`config.mk`:
```
export PLATFORM = sky130hd
export DESIGN_NAME = multi_door_controller
export DESIGN_NICKNAME = d
export VERILOG_FILES = /design/src/rtl/door_ctrl_pkg.sv /design/src/rtl/door_channel.sv /design/src/rtl/multi_door_controller.sv
export SDC_FILE = /design/constraint.sdc
export NUM_CORES = 1
export LEC_CHECK = 0
export CAP_MARGIN = 10
export CORE_ASPECT_RATIO = 1.4
export CORE_MARGIN = 2
export CORE_UTILIZATION = 55
export CTS_CLUSTER_SIZE = 20
export DETAILED_ROUTE_END_ITERATION = 8
export DONT_BUFFER_PORTS = 1
export GPL_TIMING_DRIVEN = 0
export PLACE_DENSITY = 0.7
export SETUP_SLACK_MARGIN = 0.02
export SYNTH_ARGS = -nofsm -noshare
export SYNTH_HDL_FRONTEND = slang
export SYNTH_SLANG_ARGS = --single-unit
```
`constraint.sdc`:
```
create_clock -name CLK -period 3.3 [get_ports CLK]
set_input_delay 0.825 -clock CLK [delete_from_list [all_inputs] [get_ports CLK]]
set_output_delay 0.825 -clock CLK [all_outputs]
set_load 0.01 [all_outputs]
```
`src/rtl/door_ctrl_pkg.sv`:
```
// Shared types for the multi-door controller: per-door state encoding and motion direction.
package door_ctrl_pkg;

    typedef enum logic [1:0] {
        IDLE  = 2'b00,
        MV_UP = 2'b01,
        MV_DN = 2'b10,
        FAULT = 2'b11
    } door_state_e;

    localparam logic DIR_UP = 1'b1;
    localparam logic DIR_DN = 1'b0;

    function automatic int max_int(input int a, input int b);
        return (a > b) ? a : b;
    endfunction

endpackage

```
`src/rtl/door_channel.sv`:
```
// One garage door: edge-detected activate, IDLE/MV_UP/MV_DN/FAULT FSM, travel timer and direction memory.
// Optional timed auto-close of an idle open door is built only when DOOR_AUTO_CLOSE_EN is defined.
//
// state | meaning
// IDLE  | motors off, waiting for a command (or auto-close timeout)
// MV_UP | open motor driven until UP_Max, timeout, or stop command
// MV_DN | close motor driven until DN_Max, timeout, obstruction or stop
// FAULT | motors off, held until clr_fault
module door_channel
    import door_ctrl_pkg::*;
#(
    parameter int TRAVEL_TIMEOUT    = 1024,
    parameter int AUTO_CLOSE_CYCLES = 4096
) (
    input  logic clk,
    input  logic rst,
    input  logic activate,
    input  logic up_max,
    input  logic dn_max,
    input  logic obstruct,
    input  logic clr_fault,
    output logic up_m,
    output logic dn_m,
    output logic fault
);

    localparam int CNT_W = $clog2(max_int(TRAVEL_TIMEOUT, AUTO_CLOSE_CYCLES) + 1);
    localparam logic [CNT_W-1:0] TRAVEL_LAST = CNT_W'(TRAVEL_TIMEOUT - 1);
`ifdef DOOR_AUTO_CLOSE_EN
    localparam logic [CNT_W-1:0] AUTO_LAST = CNT_W'(AUTO_CLOSE_CYCLES - 1);
`endif

    door_state_e      state, next_state;
    logic             act_q;
    logic             cmd;
    logic             last_dir, next_dir;
    logic [CNT_W-1:0] cnt, next_cnt;
    logic             moving_next;

    // act_q resets high so a button held through reset release is not a command
    assign cmd = activate & ~act_q;

    always_ff @(posedge clk or posedge rst) begin
        if (rst) begin
            state    <= IDLE;
            act_q    <= 1'b1;
            last_dir <= DIR_DN;
            cnt      <= '0;
        end else begin
            state    <= next_state;
            act_q    <= activate;
            last_dir <= next_dir;
            cnt      <= next_cnt;
        end
    end

    always_comb begin
        next_state = state;
        case (state)
            IDLE: begin
                if (cmd) begin
                    if (up_max && dn_max)
                        next_state = FAULT;
                    else if (dn_max)
                        next_state = MV_UP;
                    else if (up_max) begin
                        if (!obstruct)
                            next_state = MV_DN;
                    end else if (last_dir == DIR_DN)
                        next_state = MV_UP;
                    else if (!obstruct)
                        next_state = MV_DN;
                end
`ifdef DOOR_AUTO_CLOSE_EN
                else if (up_max && !obstruct && cnt == AUTO_LAST)
                    next_state = MV_DN;
`endif
            end
            MV_UP: begin
                if (up_max && dn_max)
                    next_state = FAULT;
                else if (up_max)
                    next_state = IDLE;
                else if (cnt == TRAVEL_LAST)
                    next_state = FAULT;
                else if (cmd)
                    next_state = IDLE;
            end
            MV_DN: begin
                if (up_max && dn_max)
                    next_state = FAULT;
                else if (dn_max)
                    next_state = IDLE;
                else if (cnt == TRAVEL_LAST)
                    next_state = FAULT;
                else if (obstruct)
                    next_state = MV_UP;
                else if (cmd)
                    next_state = IDLE;
            end
            FAULT: begin
                if (clr_fault)
                    next_state = IDLE;
            end
            default: next_state = IDLE;
        endcase
    end

    assign moving_next = (next_state == MV_UP) || (next_state == MV_DN);

    always_comb begin
        next_dir = last_dir;
        if (next_state == MV_UP)
            next_dir = DIR_UP;
        else if (next_state == MV_DN)
            next_dir = DIR_DN;
    end

    // Counter restarts on any state change, so a reversal gets a full travel budget
    always_comb begin
        next_cnt = '0;
        if (moving_next && next_state == state)
            next_cnt = cnt + CNT_W'(1);
`ifdef DOOR_AUTO_CLOSE_EN
        if (state == IDLE && next_state == IDLE && up_max && !obstruct && !cmd)
            next_cnt = cnt + CNT_W'(1);
`endif
    end

    assign up_m  = (state == MV_UP);
    assign dn_m  = (state == MV_DN);
    assign fault = (state == FAULT);

endmodule

```
`src/rtl/multi_door_controller.sv`:
```
// NUM_DOORS independent door channels sharing one clock and reset; per-door outputs are bit-concatenated.
// Build with DOOR_AUTO_CLOSE_EN defined to add timed auto-close to every channel.
module multi_door_controller
    import door_ctrl_pkg::*;
#(
    parameter int NUM_DOORS         = 2,
    parameter int TRAVEL_TIMEOUT    = 1024,
    parameter int AUTO_CLOSE_CYCLES = 4096
) (
    input  logic                 CLK,
    input  logic                 RST,
    input  logic [NUM_DOORS-1:0] Activate,
    input  logic [NUM_DOORS-1:0] UP_Max,
    input  logic [NUM_DOORS-1:0] DN_Max,
    input  logic [NUM_DOORS-1:0] Obstruct,
    input  logic [NUM_DOORS-1:0] Clr_Fault,
    output logic [NUM_DOORS-1:0] UP_M,
    output logic [NUM_DOORS-1:0] DN_M,
    output logic [NUM_DOORS-1:0] Fault
);

    for (genvar i = 0; i < NUM_DOORS; i++) begin : g_door
        door_channel #(
            .TRAVEL_TIMEOUT   (TRAVEL_TIMEOUT),
            .AUTO_CLOSE_CYCLES(AUTO_CLOSE_CYCLES)
        ) u_channel (
            .clk      (CLK),
            .rst      (RST),
            .activate (Activate[i]),
            .up_max   (UP_Max[i]),
            .dn_max   (DN_Max[i]),
            .obstruct (Obstruct[i]),
            .clr_fault(Clr_Fault[i]),
            .up_m     (UP_M[i]),
            .dn_m     (DN_M[i]),
            .fault    (Fault[i])
        );
    end

endmodule

```
Yosys cells after proc, flatten, opt, wreduce, memory -nomap -nowiden
Index checks and enable logic that the tools add are counted.
{"block": "op_classes", "n_mux": 38, "n_eq_ne": 14, "addsub": 2, "bitwise": 4, "reduce_logical": 10, "n_lt_le_gt_ge": 0, "shift": 0, "div_mod_pow": 0, "n_mul": 0}
{"operator": "$mux 2", "n": 30}
{"operator": "$add 13x1->13 const B", "n": 2}
{"operator": "$eq 13x10->1 const B", "n": 2}
{"operator": "$mux 13", "n": 2}
{"operator": "$pmux 2 s4", "n": 2}
{"operator": "$eq 2x2->1 const B", "n": 6}
{"operator": "$eq 2x1->1 const B", "n": 4}
{"operator": "$eq 2x2->1", "n": 2}
{"operator": "$logic_and 1x1->1", "n": 4}
{"operator": "$logic_not 2->1", "n": 2}
{"operator": "$mux 1", "n": 4}
{"operator": "$reduce_bool 2->1", "n": 2}
{"operator": "$and 1x1->1", "n": 2}
{"operator": "$logic_or 1x1->1", "n": 2}
{"operator": "$not 1->1", "n": 2}
{"block": "word_totals", "in_bits": 12, "romBits": 0, "mem_count": 0, "register_bits": 34, "elab_cells": 76, "ramBits": 0, "latch_bits": 0}

Longest topological paths before layout
Gate-level depths: netlist of the first run.
{"block": "logic_depth", "word_depth": 12, "mapped_depth": 14}

By module
Synthesis of the first run repeated with hierarchy kept, for this count alone.
{"block": "unflattened", "hier_cells": 213, "area_unflattened_um2": 2244.7}
{"mod": "door_channel (g_door[0].u_channel)", "area_per_inst_um2": 1127.3, "cells_each": 106, "seq_area_each_um2": 426.7, "instances": 1}
{"mod": "door_channel (g_door[1].u_channel)", "area_per_inst_um2": 1117.3, "cells_each": 107, "seq_area_each_um2": 426.7, "instances": 1}

Worst setup path after synthesis of the first run
No wires, ideal clock.
{"block": "synth_timing", "kind": "input to register", "startpoint": "input Activate[1]", "endpoint": "register g_door[1].u_channel.cnt[10]", "n_path_buf": 1, "setup_time_ns": 0.080, "cell_stages": 11, "t_arrival_ns": 2.673, "setup_slack_ns": 0.547, "cell_sequence": "and2b_1 > o22ai_1 > a2111oi_2 > nor2_1 > o31ai_1 > ha_1 > inv_1 > o211a_1 > o31ai_4 > buf_6 > nor3_2"}
{"block": "synth_via", "elab_chain_len": 11}
{"item": "start, declared", "line": "multi_door_controller.sv:12", "rtl": "input logic [NUM_DOORS-1:0] Activate,"}
{"item": "$and 1x1->1 *", "line": "door_channel.sv:41", "rtl": "assign cmd = activate & ~act_q;"}
{"item": "$mux 2", "line": "door_channel.sv:86, door_channel.sv:98"}
{"item": "$mux 2", "line": "door_channel.sv:96", "rtl": "else if (obstruct)"}
{"item": "$mux 2", "line": "door_channel.sv:94", "rtl": "else if (cnt == TRAVEL_LAST)"}
{"item": "$mux 2", "line": "door_channel.sv:92", "rtl": "else if (dn_max)"}
{"item": "$mux 2", "line": "door_channel.sv:90", "rtl": "if (up_max && dn_max)"}
{"item": "$pmux 2 s4 *", "line": "door_channel.sv:59", "rtl": "case (state)"}
{"item": "$eq 2x1->1 / $eq 2x2->1 (equally long branches)", "line": "door_channel.sv:109", "rtl": "assign moving_next = (next_state == MV_UP) || (next_state == MV_DN);"}
{"item": "$logic_or 1x1->1", "line": "door_channel.sv:109"}
{"item": "$logic_and 1x1->1 *", "line": "door_channel.sv:122", "rtl": "if (moving_next && next_state == state)"}
{"item": "$mux 13 *", "line": "door_channel.sv:122"}
{"item": "via g_door[1].u_channel.next_cnt[10]", "line": "door_channel.sv:37", "rtl": "logic [CNT_W-1:0] cnt, next_cnt;"}
{"item": "end signal, assigned", "line": "door_channel.sv:53", "rtl": "cnt <= next_cnt;"}
{"item": "end, declared", "line": "door_channel.sv:37"}
The timed path passes the listed nets; every way through them passes the cells marked *.
A chain may end at the register's enable or synchronous reset.

Final worst setup path of the first run
{"block": "layout_timing", "startpoint": "register g_door[0].u_channel.cnt[0]", "endpoint": "register g_door[0].u_channel.cnt[6]"}
{"block": "layout_via", "elab_chain_len": 9}
{"item": "start, declared", "line": "door_channel.sv:37"}
{"item": "start signal, assigned", "line": "door_channel.sv:53"}
{"item": "$eq 13x10->1 *", "line": "door_channel.sv:84, door_channel.sv:94"}
{"item": "$mux 2, on equally long branches", "line": "door_channel.sv:94, door_channel.sv:84"}
{"item": "$mux 2, on equally long branches", "line": "door_channel.sv:92, door_channel.sv:82"}
{"item": "$mux 2, on equally long branches", "line": "door_channel.sv:90, door_channel.sv:80"}
{"item": "$pmux 2 s4 *", "line": "door_channel.sv:59"}
{"item": "via g_door[0].u_channel.next_state[0]", "line": "door_channel.sv:33", "rtl": "door_state_e state, next_state;"}
{"item": "$eq 2x1->1 / $eq 2x2->1 (equally long branches)", "line": "door_channel.sv:109"}
{"item": "$logic_or 1x1->1", "line": "door_channel.sv:109"}
{"item": "$logic_and 1x1->1 *", "line": "door_channel.sv:122"}
{"item": "$mux 13 *", "line": "door_channel.sv:122"}
{"item": "via g_door[0].u_channel.next_cnt[6]", "line": "door_channel.sv:37"}
Marked as above.

==> results by group, run 1 <==
Status
  • Status: finished, final reports clean

Synthesis
  • Top-count cell post-synth: dfrtp_1
  • Synth cell count leaders: dfrtp_1 (32), nor3_1 (17), nand2_1 (14), nor2_1 (14), nand3_1 (13)
  • Top FF cell, synth: dfrtp_1
  • Seq/Total Area, Yosys: 38.1%
  • Synth Warn #: 0
  • Post-Syn Area: 2240 um^2
  • Top cells by area, synth: dfrtp_1 (36%), xnor2_1 (4.3%), nor3_2 (4.0%), xor2_1 (3.9%), nor3_1 (3.8%)
  • Post-synth ARST share: 100%
  • Syn_nets: 246
  • Post-synth top area cell: dfrtp_1
  • Post-synth EDFFs: 0
  • Syn Inst Count: 230
  • Area share of the largest cell type after synthesis: 35.7%
  • Yosys cell types: 60
  • Syn Area/Cell: 9.75 um^2
  • Yosys reg bits: 34

Critical path
  • Crit-path max cell delay: 420 ps
  • Critical R2R Launch: g_door[0].u_channel.cnt[0]
  • Arrival time at the worst endpoint: 3150 ps
  • Worst path cell trace: ha_1, and3_1, nand4_1, a221oi_1, o21ba_2, nand2_1, ha_1, a311oi_1, o31ai_1, buf_2, nor3_1
  • R2r setup slk: 350 ps
  • Critical Path Source Type: flip-flop
  • Worst EP required: 3490 ps
  • FF-to-FF path depth: 11
  • Reg2Reg Capture Point: g_door[0].u_channel.cnt[6]
  • Critical-path maximum fanout: 10
  • Setup CP Type: flip-flop to flip-flop
  • CP endpoint kind: flip-flop
  • CP dominant cell by count: ha_1
  • CP max stage cell: a221oi_1
  • Crit path from: g_door[0].u_channel.cnt[0]

Routing
  • DRC errors left: 0
  • Top Layer Used: met4
  • Iteration-0 DRC Markers: 101
  • Vias: 1688
  • Drt total wl: 4200 um
  • Met2 Wirelength: 2190 um
  • Avg WL per Cell: 14.9 um
  • Vias per cell: 5.99
  • Wl on met1: 1820 um
  • Antenna-violating nets left: 0
  • Pre-antenna DRT Iters: 4
  • Met3 wire len: 144 um

CTS
  • Root buffer cell: clkbuf_8
  • Postcts setup bufs: 0
  • Gates resized, CTS repair: 0
  • CTS Buf Count: 5
  • TritonCTS Sinks: 34
  • Count of hold-fix buffers inserted at cts: 0
  • H-Tree Depth: 2
  • CTS clock-pin slew for the worst setup and hold paths: 70 ps
  • Clock Path Buffers: 2
  • CTS tree: done
  • Skew-Pair Late Insertion Delay: 280 ps

Cells and area
  • Ant diodes: 0
  • Area grow syn2layout: 7.70%
  • Fraction of layout instances using a drive strength above 1: 21.8%
  • Nets@finish: 254
  • Layout Utilization: 61.6%

Floorplan
  • Core Region: 3920 um^2
  • Die outline height: 79.5 um
  • DIE WIDTH: 58.0 um
  • Total Die Area: 4610 um^2
  • Initial Util: 57.2%
  • Row Count: 27
  • Io pins: 18

GRT
  • Number of global-route vias before repair: 1625
  • GRT overflow: 0
  • Initial antenna violation count: 0
  • Total GRT Usage: 20.3%
  • Largest net degree at the start of global routing: 19
  • First-pass GRT wire length: 7250 um

Power and ir drop
  • Pwr Density: 711 nW/um^2
  • Clock power share: 18.3%
  • Internal: 0.992 mW
  • Sequential share of power: 29.3%
  • Switching Share: 42.2%
  • Peak supply drop: 0.482 mV
  • Comb power frac: 52.4%
  • Leak Pwr: 1.05 nW
  • Switching pwr: 0.724 mW

Place
  • Post-DP HPWL: 3050 um
  • Pre-CTS setup slack: 296 ps
  • Gpl congestion: 0.936
  • I/O Buffers: 0

Timing
  • Final Hold Viols: 0
  • Worst Tran Pin Value: 778 ps
  • Final worst path period need: 2950 ps
  • RSZ-0062 raised after global routing: false
  • Setup TNS: 0 ps
  • Fin worst setup slack: 347 ps
  • Period utilisation layout: 89.5%
  • Final setup vio count: 0
  • Rel. slew slack: 48.1%
  • Max Slew Vio Count: 0
  • Clock skew: 4.63 ps
  • Fmax: 0.339 GHz

Min path
  • Hold EP: g_door[0].u_channel.cnt[0]
  • Worst Min Path Start: g_door[0].u_channel.cnt[0]
  • Hold-critical path depth: 1
  • Class of the worst hold path: flip-flop to flip-flop

Run
  • Max cap viols: 0
-- cells by family (layout without fill, tap and decap cells) --
group | Yosys count | in the layout | share of synthesized area [%]
AND/OR/NAND/NOR | 101 | 101 | 28.2
AO/OA/AOI/OAI | 39 | 39 | 14.5
multiplexers | 2 | 2 | 1.00
buffers and inverters | 29 | 38 | 7.81
adder cells (fa/ha/maj) | 4 | 4 | 2.23
XOR/XNOR | 21 | 21 | 8.20
flip-flops | 34 | 34 | 38.1
-- worst max-delay path: cells and delay by family, from the launching register on --
family                     cells  cell delay, ps
DFF                            1             390
buffers and inverters          1             230
AOI/OAI and AO/OA              4            1060
and+or+nand+nor                4             730
adders and majority gates      2             450
-- cell type report --
type	instances	area, um^2
buffer	15	121
clock buffer	7	86.3
clock inverter	1	5.00
fill	341	1500
inverter	14	53.8
multi-input combinational	167	1210
sequential	34	853
tap	43	53.8
timing repair buffer	1	27.5
-- routing by layer --
| metal | vias to the layer above | GRT usage (%) |
|---|---|---|
| met5 | - | 0 |
| met3 | 6 | 4.54 |
| met1 | 815 | 25.9 |
| li1 | 833 | - |
| met4 | 0 | 7.91 |
| met2 | 34 | 33.0 |
-- state kept, by name, indices dropped and copies added (netlist names) --
| signal | cells |
|---|---|
| g_door.u_channel.act_q | 2 |
| g_door.u_channel.cnt | 26 |
| g_door.u_channel.last_dir | 2 |
| g_door.u_channel.state | 4 |
-- per-stage QoR --
| step | cell area (um^2) | hold slack [ps] | cells | total power, mW |
|---|---|---|---|---|
| floorplan | 2240 | 459 | 230 | 1.24 |
| global placement | 2300 | 483 | 273 | 1.39 |
| detailed placement | 2320 | 495 | 274 | 1.40 |
| CTS | 2410 | 505 | 282 | 1.73 |
| global route | 2410 | 513 | 282 | 1.86 |
| finish | 2410 | 501 | 282 | 1.72 |
-- power groups by stage --
stage / logic (mW) / registers (mW) / clock network [mW]
global placement: 0.885 / 0.509 / 0
floorplan: 0.741 / 0.502 / 0
global route: 0.998 / 0.509 / 0.349
finish: 0.899 / 0.503 / 0.314
detailed placement: 0.894 / 0.511 / 0
CTS: 0.899 / 0.504 / 0.329
-- how the worst max path moves through the flow --
stage	endpoint	cells after the start
global placement	g_door[1].u_channel.cnt[8]	11
detailed placement	g_door[1].u_channel.cnt[6]	11
finish	g_door[0].u_channel.cnt[6]	11
global route	g_door[0].u_channel.cnt[6]	11
floorplan	g_door[1].u_channel.cnt[10]	11
CTS	g_door[0].u_channel.cnt[4]	11
-- cells in the final DEF, fill, tap and decap left out, types with 2 or more instances in the layout --
cell      count
a211oi_1      2
a21oi_1       4
a221oi_1      3
and2_1        3
and3_1        7
and4_1        4
buf_2         3
buf_4         7
buf_6         2
clkbuf_1      2
clkbuf_8      8
clkinv_2      2
dfrtp_1      32
dfstp_2       2
ha_1          4
inv_1        12
mux2_2        2
nand2_1      14
nand2b_1      2
nand3_1      13
nand4_1       2
nor2_1       14
nor2b_1       3
nor3_1       17
nor3_2        9
nor3b_1       3
o21ai_0       8
o21ai_1       2
o31ai_1       2
xnor2_1      11
xor2_1       10
Power figures use the tool's default switching activity.
==> inputs of run 2 (changes only) <==
CELL_PAD_IN_SITES_DETAIL_PLACEMENT = 0   (was default)
CELL_PAD_IN_SITES_GLOBAL_PLACEMENT = 2   (was default)
CORE_UTILIZATION = 41   (was 55)
PLACE_DENSITY = default   (was 0.7)
PLACE_DENSITY_LB_ADDON = 0.1   (was default)
==> results by group, run 2 (synthesis results as in run 1) <==
Timing
  • Final Hold Viols: 0
  • Period utilisation layout: 91.6%
  • Fin worst setup slack: 276 ps
  • Worst Tran Pin Value: 800 ps
  • Final setup vio count: 0
  • Setup TNS: 0 ps
  • Final worst path period need: 3020 ps
  • Max Slew Vio Count: 0
  • Rel. slew slack: 46.6%
  • Fmax: 0.331 GHz
  • RSZ-0062 raised after global routing: false
  • Fin Hold WS: 502 ps
  • Clock skew: 4.66 ps

Cells and area
  • Largest register FFs: 26
  • Nets@finish: 254
  • Final std cells w/o fill: 305
  • Biggest register: g_door.u_channel.cnt
  • Most frequent cells in the layout: dfrtp_1 (32), nor3_1 (17), nor2_1 (14), nand2_1 (14), nand3_1 (13)
  • Fraction of layout instances using a drive strength above 1: 20.9%
  • Largest registers: g_door.u_channel.cnt x26, g_door.u_channel.state x4
  • Ant diodes: 0
  • Final-layout fill cell count: 538
  • Area grow syn2layout: 8.48%
  • Non-Filler Cell Area, Final: 2430 um^2
  • Commonest non-fill, non-tap cell in the layout: dfrtp_1
  • Layout Utilization: 46.5%
  • Reg area: 853 um^2
  • Footprint of the multi-input gates: 1210 um^2

Floorplan
  • Io pins: 18
  • Core Region: 5240 um^2
  • Die outline height: 91.5 um
  • DIE WIDTH: 66.5 um
  • Row Count: 31
  • Total Die Area: 6080 um^2
  • Initial Util: 42.8%

GRT
  • First-pass GRT wire length: 8150 um
  • Largest net degree at the start of global routing: 19
  • GRT overflow: 0
  • Initial antenna violation count: 0
  • Number of global-route vias before repair: 1747
  • Total GRT Usage: 17.2%

Critical path
  • Buf/Inv on CP: 1
  • CP dominant cell by count: ha_1
  • Crit path max-delay family: compound AO/OA/AOI/OAI gates
  • CP max stage cell: a221oi_1
  • Worst EP required: 3480 ps
  • Arrival time at the worst endpoint: 3200 ps
  • Worst path cell trace: ha_1, and3_1, nand4_1, a221oi_1, o21ba_2, nand2_1, ha_1, a311oi_1, o31ai_1, buf_2, nor3_1
  • Setup CP Type: flip-flop to flip-flop
  • Critical Path Source Type: flip-flop
  • Critical-path maximum fanout: 10
  • Crit-path max cell delay: 430 ps
  • CP endpoint kind: flip-flop

Routing
  • Vias per cell: 5.57
  • Drt total wl: 4770 um
  • Iteration-0 DRC Markers: 95
  • DRC errors left: 0
  • Vias: 1699
  • Antenna-violating nets left: 0
  • Pre-antenna DRT Iters: 5
  • Avg WL per Cell: 15.6 um

Place
  • Pre-CTS setup slack: 272 ps
  • I/O Buffers: 0
  • Gpl congestion: 0.828
  • Post-placement cell count: 297
  • Post-DP HPWL: 3590 um
  • Placed Instance Area: 2350 um^2

Min path
  • Class of the worst hold path: flip-flop to flip-flop

Power and ir drop
  • Pwr Density: 700 nW/um^2
  • Tot Pwr: 1.70 mW
  • Leak Pwr: 1.04 nW
  • Peak supply drop: 0.403 mV

CTS
  • H-Tree Depth: 2
  • CTS Buf Count: 5
  • Count of hold-fix buffers inserted at cts: 0
  • Skew-Pair Late Insertion Delay: 280 ps
  • CTS tree: done
  • Gates resized, CTS repair: 0
  • Root buffer cell: clkbuf_8
  • CTS clock-pin slew for the worst setup and hold paths: 70 ps
  • TritonCTS Sinks: 34
  • Postcts setup bufs: 0
  • Clock Path Buffers: 2

Run
  • Max cap viols: 0

Status
  • Status: finished, final reports clean
## run 2: worst paths after layout
| check | depth (start not counted) | endpoint | start | slack (ps) |
|---|---|---|---|---|
| hold reg to reg | 1 | g_door[0].u_channel.cnt[0] | g_door[0].u_channel.cnt[0] | 500 |
| max in group asynchronous | 2 | g_door[0].u_channel.act_q | RST | 2080 |
| setup reg to reg | 11 | g_door[0].u_channel.cnt[10] | g_door[0].u_channel.cnt[0] | 280 |
| hold / removal | 1 | g_door[0].u_channel.cnt[0] | g_door[0].u_channel.cnt[0] | 500 |
| setup / recovery | 11 | g_door[0].u_channel.cnt[10] | g_door[0].u_channel.cnt[0] | 280 |
| min in group asynchronous | 1 | g_door[0].u_channel.cnt[11] | RST | 590 |
## run 2: area by class of cell
cell class              instances  area share [%]
plain buffers                  15            4.99
repair buffers                  1            1.13
inverters                      14            2.21
flip-flops and latches         34            35.1
well taps                      66            3.40
clock buffers                   8            3.29
multi-input cells             167            49.9
## run 2: metal layers
| metal | GRT usage (%) | wire length [um] |
|---|---|---|
| met3 | 3.47 | 174 |
| met1 | 21.0 | 1960 |
| met4 | 5.27 | 31 |
| met5 | 0 | 0 |
| met2 | 29.6 | 2600 |
## run 2: power breakdown
part | switching, mW | internal (mW)
logic | 0.553 | 0.356
clock network | 0.139 | 0.150
registers | 0.0359 | 0.469
total | 0.729 | 0.975
